$ cat src/rtl/fft_pingpong_ctrl.sv
// fft_pingpong_ctrl
// Ping-pong scheduler for two show-ahead sample FIFO banks sitting between
// the ADC capture logic and an Avalon-ST FFT sink. The writer fills the bank
// selected by wr_sel while the reader streams the bank selected by rd_sel as
// one FRAME_LEN-sample frame framed by sink_sop / sink_eop. A per-bank
// registered bank_ready flag hands a complete bank from writer to reader and
// back again once the reader has released it.
// The FIFOs themselves are external and are not flushed here; whoever
// integrates this block clears them together with rst.

module fft_pingpong_ctrl #(
  parameter int FRAME_LEN = 4096,
  parameter int CNT_W     = 13
) (
  input  logic       clk,
  input  logic       rst,
  input  logic       adc_valid,
  output logic [1:0] bank_wr_en,
  output logic [1:0] bank_rd_en,
  input  logic [1:0] bank_empty,
  input  logic       sink_ready,
  output logic       sink_valid,
  output logic       sink_sop,
  output logic       sink_eop,
  output logic       wr_sel,
  output logic       rd_sel,
  output logic       overflow,
  output logic       underflow,
  input  logic       clr_err
);

  localparam logic [CNT_W-1:0] LAST = CNT_W'(FRAME_LEN - 1);

  typedef enum logic {
    IDLE   = 1'b0,
    STREAM = 1'b1
  } state_t;

  state_t           state;
  state_t           state_nxt;
  logic [1:0]       bank_ready;
  logic [1:0]       bank_ready_nxt;
  logic [CNT_W-1:0] wr_cnt;
  logic [CNT_W-1:0] wr_cnt_nxt;
  logic [CNT_W-1:0] rd_cnt;
  logic [CNT_W-1:0] rd_cnt_nxt;
  logic             wr_sel_nxt;
  logic             rd_sel_nxt;
  logic             overflow_nxt;
  logic             underflow_nxt;

  logic             wr_fire;
  logic             wr_drop;
  logic             wr_done;
  logic             rd_xfer;
  logic             rd_abort;
  logic             rd_release;

  // ---- write side: steer ADC samples into the writer's bank ----
  // A bank still flagged ready belongs to the reader, so the sample is
  // dropped. The flag is registered, so a bank being released this cycle
  // still counts as owned by the reader. Enables are held off during rst so
  // the external FIFOs are left untouched while the integration clears them.
  always_comb begin
    wr_fire    = adc_valid & ~bank_ready[wr_sel] & ~rst;
    wr_drop    = adc_valid & bank_ready[wr_sel];
    wr_done    = wr_fire & (wr_cnt == LAST);
    bank_wr_en = 2'b00;
    bank_wr_en[wr_sel] = wr_fire;
    wr_cnt_nxt = wr_cnt;
    wr_sel_nxt = wr_sel;
    if (wr_fire) begin
      if (wr_done) begin
        wr_cnt_nxt = '0;
        wr_sel_nxt = ~wr_sel;
      end else begin
        wr_cnt_nxt = wr_cnt + CNT_W'(1);
      end
    end
  end

  // ---- read side: frame the reader's bank onto the FFT sink ----
  // In STREAM the show-ahead FIFO presents data whenever it is not empty, so
  // sink_valid follows ~bank_empty directly and sop/eop are held with the
  // data while sink_ready is low. An empty bank mid-frame aborts the frame
  // without eop and releases the bank.
  always_comb begin
    state_nxt  = state;
    rd_cnt_nxt = rd_cnt;
    rd_sel_nxt = rd_sel;
    sink_valid = 1'b0;
    rd_xfer    = 1'b0;
    rd_abort   = 1'b0;
    rd_release = 1'b0;
    unique case (state)
      IDLE: begin
        if (bank_ready[rd_sel]) begin
          state_nxt  = STREAM;
          rd_cnt_nxt = '0;
        end
      end
      STREAM: begin
        sink_valid = ~bank_empty[rd_sel];
        rd_xfer    = sink_valid & sink_ready;
        if (bank_empty[rd_sel]) begin
          rd_abort   = 1'b1;
          rd_release = 1'b1;
          state_nxt  = IDLE;
          rd_cnt_nxt = '0;
          rd_sel_nxt = ~rd_sel;
        end else if (rd_xfer) begin
          if (rd_cnt == LAST) begin
            rd_release = 1'b1;
            state_nxt  = IDLE;
            rd_cnt_nxt = '0;
            rd_sel_nxt = ~rd_sel;
          end else begin
            rd_cnt_nxt = rd_cnt + CNT_W'(1);
          end
        end
      end
      default: begin
        state_nxt = IDLE;
      end
    endcase
    sink_sop   = sink_valid & (rd_cnt == '0);
    sink_eop   = sink_valid & (rd_cnt == LAST);
    bank_rd_en = 2'b00;
    bank_rd_en[rd_sel] = rd_xfer & ~rst;
  end

  // ---- bank hand-off and sticky error flags ----
  // Writer and reader always own different banks, so the set from a
  // completed fill and the clear from a released frame never hit the same
  // bit and can both apply in one cycle. A new error event wins over clr_err.
  always_comb begin
    bank_ready_nxt = bank_ready;
    if (wr_done) begin
      bank_ready_nxt[wr_sel] = 1'b1;
    end
    if (rd_release) begin
      bank_ready_nxt[rd_sel] = 1'b0;
    end
    overflow_nxt  = wr_drop  | (overflow  & ~clr_err);
    underflow_nxt = rd_abort | (underflow & ~clr_err);
  end

  // ---- state registers ----
  always_ff @(posedge clk) begin
    if (rst) begin
      state      <= IDLE;
      bank_ready <= 2'b00;
      wr_cnt     <= '0;
      rd_cnt     <= '0;
      wr_sel     <= 1'b0;
      rd_sel     <= 1'b0;
      overflow   <= 1'b0;
      underflow  <= 1'b0;
    end else begin
      state      <= state_nxt;
      bank_ready <= bank_ready_nxt;
      wr_cnt     <= wr_cnt_nxt;
      rd_cnt     <= rd_cnt_nxt;
      wr_sel     <= wr_sel_nxt;
      rd_sel     <= rd_sel_nxt;
      overflow   <= overflow_nxt;
      underflow  <= underflow_nxt;
    end
  end

endmodule

$ cat config.mk
export PLATFORM = sky130hd
export DESIGN_NAME = fft_pingpong_ctrl
export DESIGN_NICKNAME = d
export VERILOG_FILES = /design/src/rtl/fft_pingpong_ctrl.sv
export SDC_FILE = /design/constraint.sdc
export NUM_CORES = 1
export LEC_CHECK = 0
export ABC_AREA = 1
export CAP_MARGIN = 0
export CELL_PAD_IN_SITES_DETAIL_PLACEMENT = 1
export CELL_PAD_IN_SITES_GLOBAL_PLACEMENT = 1
export CORE_MARGIN = 2
export CORE_UTILIZATION = 35
export CTS_CLUSTER_SIZE = 16
export DETAILED_ROUTE_END_ITERATION = 10
export MAX_ROUTING_LAYER = met4
export PLACE_DENSITY_LB_ADDON = 0.1
export SLEW_MARGIN = 15
export SYNTH_ARGS = -nofsm -noshare
export SYNTH_HDL_FRONTEND = slang
export SYNTH_SLANG_ARGS = --single-unit
$ cat constraint.sdc
create_clock -name clk -period 1.5 [get_ports clk]
set_input_delay 0.3 -clock clk [delete_from_list [all_inputs] [get_ports clk]]
set_output_delay 0.3 -clock clk [all_outputs]
set_load 0.02 [all_outputs]
==> metrics.md, run 1 <==
| Metric | Value |
|---|---|
| VDD IR-drop max | 0.000532 V |
| First-pass GRT wire length | 11800 µm |
| Headroom to the max-slew limit | 0.714 |
| Vias per cell | 5.20 |
| Clock Sinks | 33 |
| H-Tree Depth | 2 |
| Reg2reg setup slack | -0.10 ns |
| HPWL Detailed | 4930 µm |
| Worst path cell trace | ha_4, nand2_4, nor2_4, nand2_2, nor2_4, nand3_2, nor2_4, buf_6 |
| CP max stage cell | dfxtp_4 |
| Post-synthesis adder-cell area fraction | 0.0194 |
| Leakage | 1.39 nW |
| Simple-gate portion of the synthesized area | 0.442 |
| Seq cells post-synth | 33 |
| Crit path launch type | register |
| Most frequent cells after synthesis | nand2_1, nor2_1, inv_1, dfxtp_1, nand3_1 |
| DRC violations left | 0 |
| Compound-Gate Fraction of Synth Area | 0.106 |
| Unique masters post-synth | 33 |
| Seq/Total Area, Yosys | 0.342 |
| Crit path max-delay family | simple AND/OR/NAND/NOR gates |
| Initial Utilization | 0.358 |
| Share of post-route cells with drive strength above 1 | 0.467 |
| Failing checks | setup timing |
| Switching part of the total | 0.245 |
| Final setup fails | 21 |
| Final Util | 0.616 |
| CP Capture Type | primary output |
| Mapped Cells | 302 |
| Worst R2R End | rd_cnt[11] |
| Worst-Skew Late Latency | 0.29 ns |
| I/O Buffers | 17 |
| Mux cell area share after synthesis | 0 |
| Comb pwr share | 0.084 |
| Mapped cell area | 1930 µm² |
| RSZ-0062 raised after global routing | true |
| Row count | 27 |
| Dpl cell area | 2650 µm² |
| CTS clk-pin slew, worst paths | 0.08 ns |
| Global route total overflow | 0 |
| Number of buffers and inverters on the critical path | 1 |
| EDFF count, synth | 0 |
| Top sig layer | met4 |
| Vias | 2482 |
| Worst Setup Path Type | reg -> out |
| Worst slew pin tran | 0.425 ns |
| Pint | 0.00149 W |
| Main combinational cell family by area after synthesis | simple AND/OR/NAND/NOR gates |
| Path depth of the worst reg2reg path | 10 |
| Final worst slack | -0.336 ns |
| GRT Overall Usage | 0.252 |
| Area grow syn2layout | 72.2% |
| Crit path to | sink_eop |
| 1st-iter DRT viols | 74 |
| Met3 Wirelength | 258 µm |
| Post-CTS Hold Buffers | 0 |
| Worst Setup SP | rd_cnt[0] |
| Async SR Flop Fraction | 0 |
| NetSw | 0.000483 W |
| Synth area leaders | dfxtp_1, nand2_1, nor2_1, nand3_1, inv_1 |
| WP data required | 1.20 ns |
| Max-cap violations | 0 |
| Largest area contributor in the netlist | dfxtp_1 |
| Layout net count | 414 |
| Crit-path max FO | 3 |
| Sequential Power Share | 0.443 |
| Final instance area | 3330 µm² |
| Pwr dens | 593 nW/µm² |
| WL/cell | 18.3 µm |
| Met1 Wirelength | 3410 µm |
| Final wirelength | 8730 µm |
| Worst min path class | reg -> reg |
| Routed Antenna Nets | 0 |
| Filler cell count | 673 |
| CP arrival | 1.54 ns |
| Worst Skew | 0.00849 ns |
| Synth top area share | 0.342 |
| Syn_nets | 312 |
| Most frequent cell after synthesis | nand2_1 |
| CTS root buf | clkbuf_8 |
| Crit path depth | 8 |
| Final worst path period need | 1.84 ns |
| Die Wd | 78.3 µm |
| Ports | 18 |
| Die area | 6130 µm² |
| Run status | finished, violations left |
| Fmax | 545 MHz |
| Ratio of final minimum period to clock period | 1.22 |
| Core Box Area | 5410 µm² |
| Syn_area_per_cell | 6.40 µm² |
| CTS Buf Count | 5 |
| Vias in the first global route | 2534 |
| Yosys warns | 0 |
| Initial antenna violation count | 0 |
| Worst r2r src | rd_cnt[0] |
| WHS | 0.468 ns |
| CTS tree | built |
| CTS max path bufs | 2 |
| Power after layout | 0.00197 W |
| Xor and xnor fraction of the mapped netlist area | 0.00453 |
| DR WL met2 | 4750 µm |
| Initial DRT Pass Iterations | 4 |
| Die Y | 78.3 µm |
| Max incr delay on CP | 0.37 ns |
| Main flop type after synthesis | dfxtp_1 |
| Final Hold Fails | 0 |
| Clock share of power | 0.473 |
| Final Max Tran Viols | 0 |
| Largest net degree at the start of global routing | 16 |
| Final GP Congestion | 0.835 |
| Most frequent CP cell | nor2_4 |
| N_diodes | 0 |
[state kept, by name, indices dropped and copies added (netlist names)]
signal / cells
bank_ready: 2
rd_cnt: 13
wr_sel: 1
rd_sel: 1
overflow: 1
wr_cnt: 13
state: 1
underflow: 1
[cell type report]
class	instances	area, µm²	share of cell area
multi-input cells	227	1440	0.432
well taps	72	90.1	0.0271
repair buffers	97	838	0.252
clock buffers	7	86.3	0.0259
flip-flops and latches	33	682	0.205
clock inverters	1	30.0	0.00902
inverters	40	163	0.0489
[per-stage QoR]
step                std cells  setup TNS [ns]  setup WS [ns]
detailed placement        442          -10.03         -0.657
global route              477           -3.30         -0.404
floorplan                 302         -0.0100        -0.0100
CTS                       468          -0.875         -0.279
global placement          442           -9.09         -0.648
finish                    477           -1.73         -0.336
[timing repair]
action / in CTS / in global routing
gates cloned: 0 / 1
buffers inserted: 19 / 11
gates resized for setup: 81 / 76
endpoints found under the setup margin: 20 / 36
pin swaps: 18 / 25
[worst reg2reg max path: stages, from the launching register on]
cell	delay, ns
dfxtp_4	0.37
ha_4	0.15
nand2_4	0.06
nor2_4	0.11
buf_4	0.12
buf_6	0.10
nand4_1	0.20
nand3_2	0.18
nor2_1	0.07
nor2_1	0.10
nor2_1	0.05
[worst min path at each step]
| stage | start | end | slack (ns) | depth (start not counted) |
|---|---|---|---|---|
| global placement | overflow | overflow | 0.45 | 2 |
| finish | underflow | underflow | 0.47 | 2 |
| floorplan | rst | state | 0.37 | 1 |
| global route | overflow | overflow | 0.50 | 2 |
| detailed placement | underflow | underflow | 0.46 | 2 |
| CTS | underflow | underflow | 0.47 | 2 |
[power by group through the flow]
stage	Combinational [W]	Clock (W)	Sequential, W
after floorplan	0.0000505	0	0.000901
after global placement	0.000111	0	0.000900
after detailed placement	0.000113	0	0.000900
after CTS	0.000128	0.000928	0.000878
after global routing	0.000177	0.000977	0.000874
final	0.000166	0.000933	0.000873
[metal layers]
layer | up-vias | global-route usage
li1 | 1176 | -
met1 | 1214 | 0.276
met2 | 59 | 0.459
met3 | 33 | 0.0425
met4 | 0 | 0.0930
met5 | - | -
[layout by cell type (no fill, tap or decap), types with 3 or more instances in the layout]
master	count
a21oi_1	17
a21oi_2	6
buf_4	65
buf_6	20
clkbuf_8	6
dfxtp_1	24
dfxtp_2	5
dfxtp_4	4
dlygate4sd2_1	8
inv_1	27
inv_2	9
inv_4	3
nand2_1	66
nand2_2	15
nand2_4	8
nand3_1	18
nand3_2	8
nand4_1	8
nor2_1	28
nor2_2	7
nor2_4	14
o21ai_0	4
[cell families after synthesis]
logic type                 after synthesis
adders and majority gates                3
buffers and inverters                   43
and+or+nand+nor                        184
AOI/OAI and AO/OA                       38
xor gates and xnor gates                 1
DFF                                     33
Note: power is estimated with default switching activity, not from simulation.
==> run 2, diff against run 1 <==
Settings changed: GPL_ROUTABILITY_DRIVEN set to 0.
==> results of run 2 <==
Final layout, timing and power as in run 1 (identical DEF).
==> run 3, diff against run 2 <==
==> constraint.sdc (replaced) <==
create_clock -name clk -period 1.5 [get_ports clk]
set_input_delay 0.3 -clock clk [delete_from_list [all_inputs] [get_ports clk]]
set_output_delay 0.3 -clock clk [all_outputs]
set_load 0.05 [all_outputs]
==> metrics.md, run 3 (same netlist as run 1, synthesis figures left out) <==
| Metric | Value |
|---|---|
| Final Hold Fails | 0 |
| Crit-path max FO | 3 |
| Max incr delay on CP | 0.37 ns |
| Initial DRT Pass Iterations | 4 |
| Leakage | 1.28 nW |
| Pint | 0.00148 W |
| Worst-Skew Late Latency | 0.29 ns |
| Headroom to the max-slew limit | 0.779 |
| Run status | finished, violations left |
| CTS Buf Count | 5 |
| Most common cell after layout, fill and taps aside | nand2_1 |
| Worst r2r src | rd_cnt[0] |
| Clock Sinks | 33 |
| Fmax | 550 MHz |
| Final worst slack | -0.318 ns |
| Crit path launch type | register |
| Worst slew pin tran | 0.329 ns |
| CP arrival | 1.52 ns |
| Worst Setup SP | rd_cnt[0] |
| CTS tree | built |
| Most frequent CP cell | nor2_4 |
| Met2 Resource Use GR | 0.395 |
| VDD IR-drop max | 0.000463 V |
| Final setup TNS | -1.29 ns |
| DRC violations left | 0 |
| Crit path depth | 8 |
| Final Util | 0.584 |
| Die Y | 78.3 µm |
| Initial antenna violation count | 0 |
| Pwr dens | 607 nW/µm² |
| Final worst path period need | 1.82 ns |
| Filler cell count | 694 |
| Share of post-route cells with drive strength above 1 | 0.407 |
| Crit path max-delay family | simple AND/OR/NAND/NOR gates |
| First-pass GRT wire length | 10600 µm |
| WP data required | 1.20 ns |
| CTS clk-pin slew, worst paths | 0.07 ns |
| Initial Utilization | 0.358 |
| Reg2reg setup slack | -0.11 ns |
| I/O Buffers | 17 |
| Post-CTS Hold Buffers | 0 |
| Crit path to | sink_eop |
| N_diodes | 0 |
| Routed Antenna Nets | 0 |
| Biggest regs | rd_cnt (13), wr_cnt (13), bank_ready (2) |
| Worst min path class | reg -> reg |
| Vias | 2247 |
| Worst Setup Path Type | reg -> out |
| Row count | 27 |
| CTS root buf | clkbuf_8 |
| GRT busiest layer | met2 |
| M1 GR Usage | 0.268 |
| Failing checks | setup timing |
| Clock share of power | 0.469 |
| CP Capture Type | primary output |
| Ports | 18 |
| Final wirelength | 7090 µm |
| Met3 usage | 0.0506 |
| Number of buffers and inverters on the critical path | 1 |
| HPWL Detailed | 4790 µm |
| WL/cell | 15.7 µm |
| Path depth of the worst reg2reg path | 11 |
| GRT Overall Usage | 0.228 |
| Comb pwr share | 0.074 |
| CP max stage cell | dfxtp_4 |
| Sequential Power Share | 0.457 |
| Ratio of final minimum period to clock period | 1.21 |
| NetSw | 0.000439 W |
| Worst Skew | 0.00664 ns |
| Die area | 6130 µm² |
| Worst path cell trace | ha_4, nand2_4, nor2_4, nand2_2, nor2_4, nand3_4, nor2_4, buf_12 |
| 1st-iter DRT viols | 94 |
| Area grow syn2layout | 63.3% |
| Worst R2R End | rd_cnt[10] |
| Vias per cell | 4.96 |
| Largest net degree at the start of global routing | 16 |
| Die Wd | 78.3 µm |
| Layout net count | 390 |
| RSZ-0062 raised after global routing | true |
| H-Tree Depth | 2 |
| Core Box Area | 5410 µm² |
| Switching part of the total | 0.229 |
| Final setup fails | 10 |
| Final Max Tran Viols | 0 |
| Most frequent cells in the layout | nand2_1, buf_4, inv_1 |
| Vias in the first global route | 2283 |
| CTS max path bufs | 2 |
| Max-cap violations | 0 |
| Global route total overflow | 0 |
## run 3: routing by layer
metal,up-vias,wire [µm]
met1,1069,3000
met2,42,3770
met5,-,0
li1,1119,-
met4,0,154
met3,17,171
## run 3: final cells by class
class	count	area [µm²]	share of cell area
clock inverters	1	30.0	0.00951
inverters	40	165	0.0523
repair buffers	73	727	0.230
well taps	72	90.1	0.0285
flip-flops and latches	33	682	0.216
multi-input cells	227	1380	0.436
clock buffers	7	86.3	0.0273
## run 3: how the worst min path moves through the flow
stage | start | endpoint | slack (ns) | cells after the start
2_1_floorplan | rst | state | 0.37 | 1
3_3_place_gp | bank_ready[0] | bank_ready[0] | 0.46 | 2
3_5_place_dp | bank_ready[0] | bank_ready[0] | 0.47 | 2
4_1_cts | wr_cnt[12] | wr_cnt[12] | 0.51 | 2
5_1_grt | bank_ready[0] | bank_ready[0] | 0.54 | 2
6_report | rd_cnt[9] | rd_cnt[9] | 0.50 | 2
## run 3: tightest hold or removal path, delay by kind of cell, from the launching register on
family	cells	cell delay (ns)
AOI/OAI and AO/OA	1	0.05
DFF	1	0.35
and+or+nand+nor	1	0.07
## run 3: power groups by stage
stage	Clock, W	Combinational [W]	Sequential, W
global route	0.000964	0.000154	0.000875
finish	0.000899	0.000142	0.000875
CTS	0.000920	0.000132	0.000874
floorplan	0	0.0000543	0.000897
global placement	0	0.000124	0.000897
detailed placement	0	0.000126	0.000897
## run 3: repair_timing
| item | 4_1_cts | 5_1_grt |
|---|---|---|
| pin swaps | 14 | 19 |
| resized for setup | 33 | 42 |
| endpoints found under the setup margin | 9 | 35 |
| cloned | 0 | 1 |
| setup buffers | 14 | 4 |
| endpoints found under the hold margin | 0 | 0 |
## run 3: per-stage QoR
stage / cell area (µm²) / power [W] / setup slack (ns) / hold slack, ns / std cells
after floorplan: 2020 / 0.000951 / -0.497 / 0.369 / 302
after global placement: 2690 / 0.00102 / -0.360 / 0.461 / 427
after detailed placement: 2690 / 0.00102 / -0.365 / 0.474 / 427
after CTS: 2990 / 0.00193 / -0.328 / 0.505 / 449
after global routing: 3160 / 0.00199 / -0.410 / 0.536 / 453
final: 3160 / 0.00192 / -0.318 / 0.500 / 453
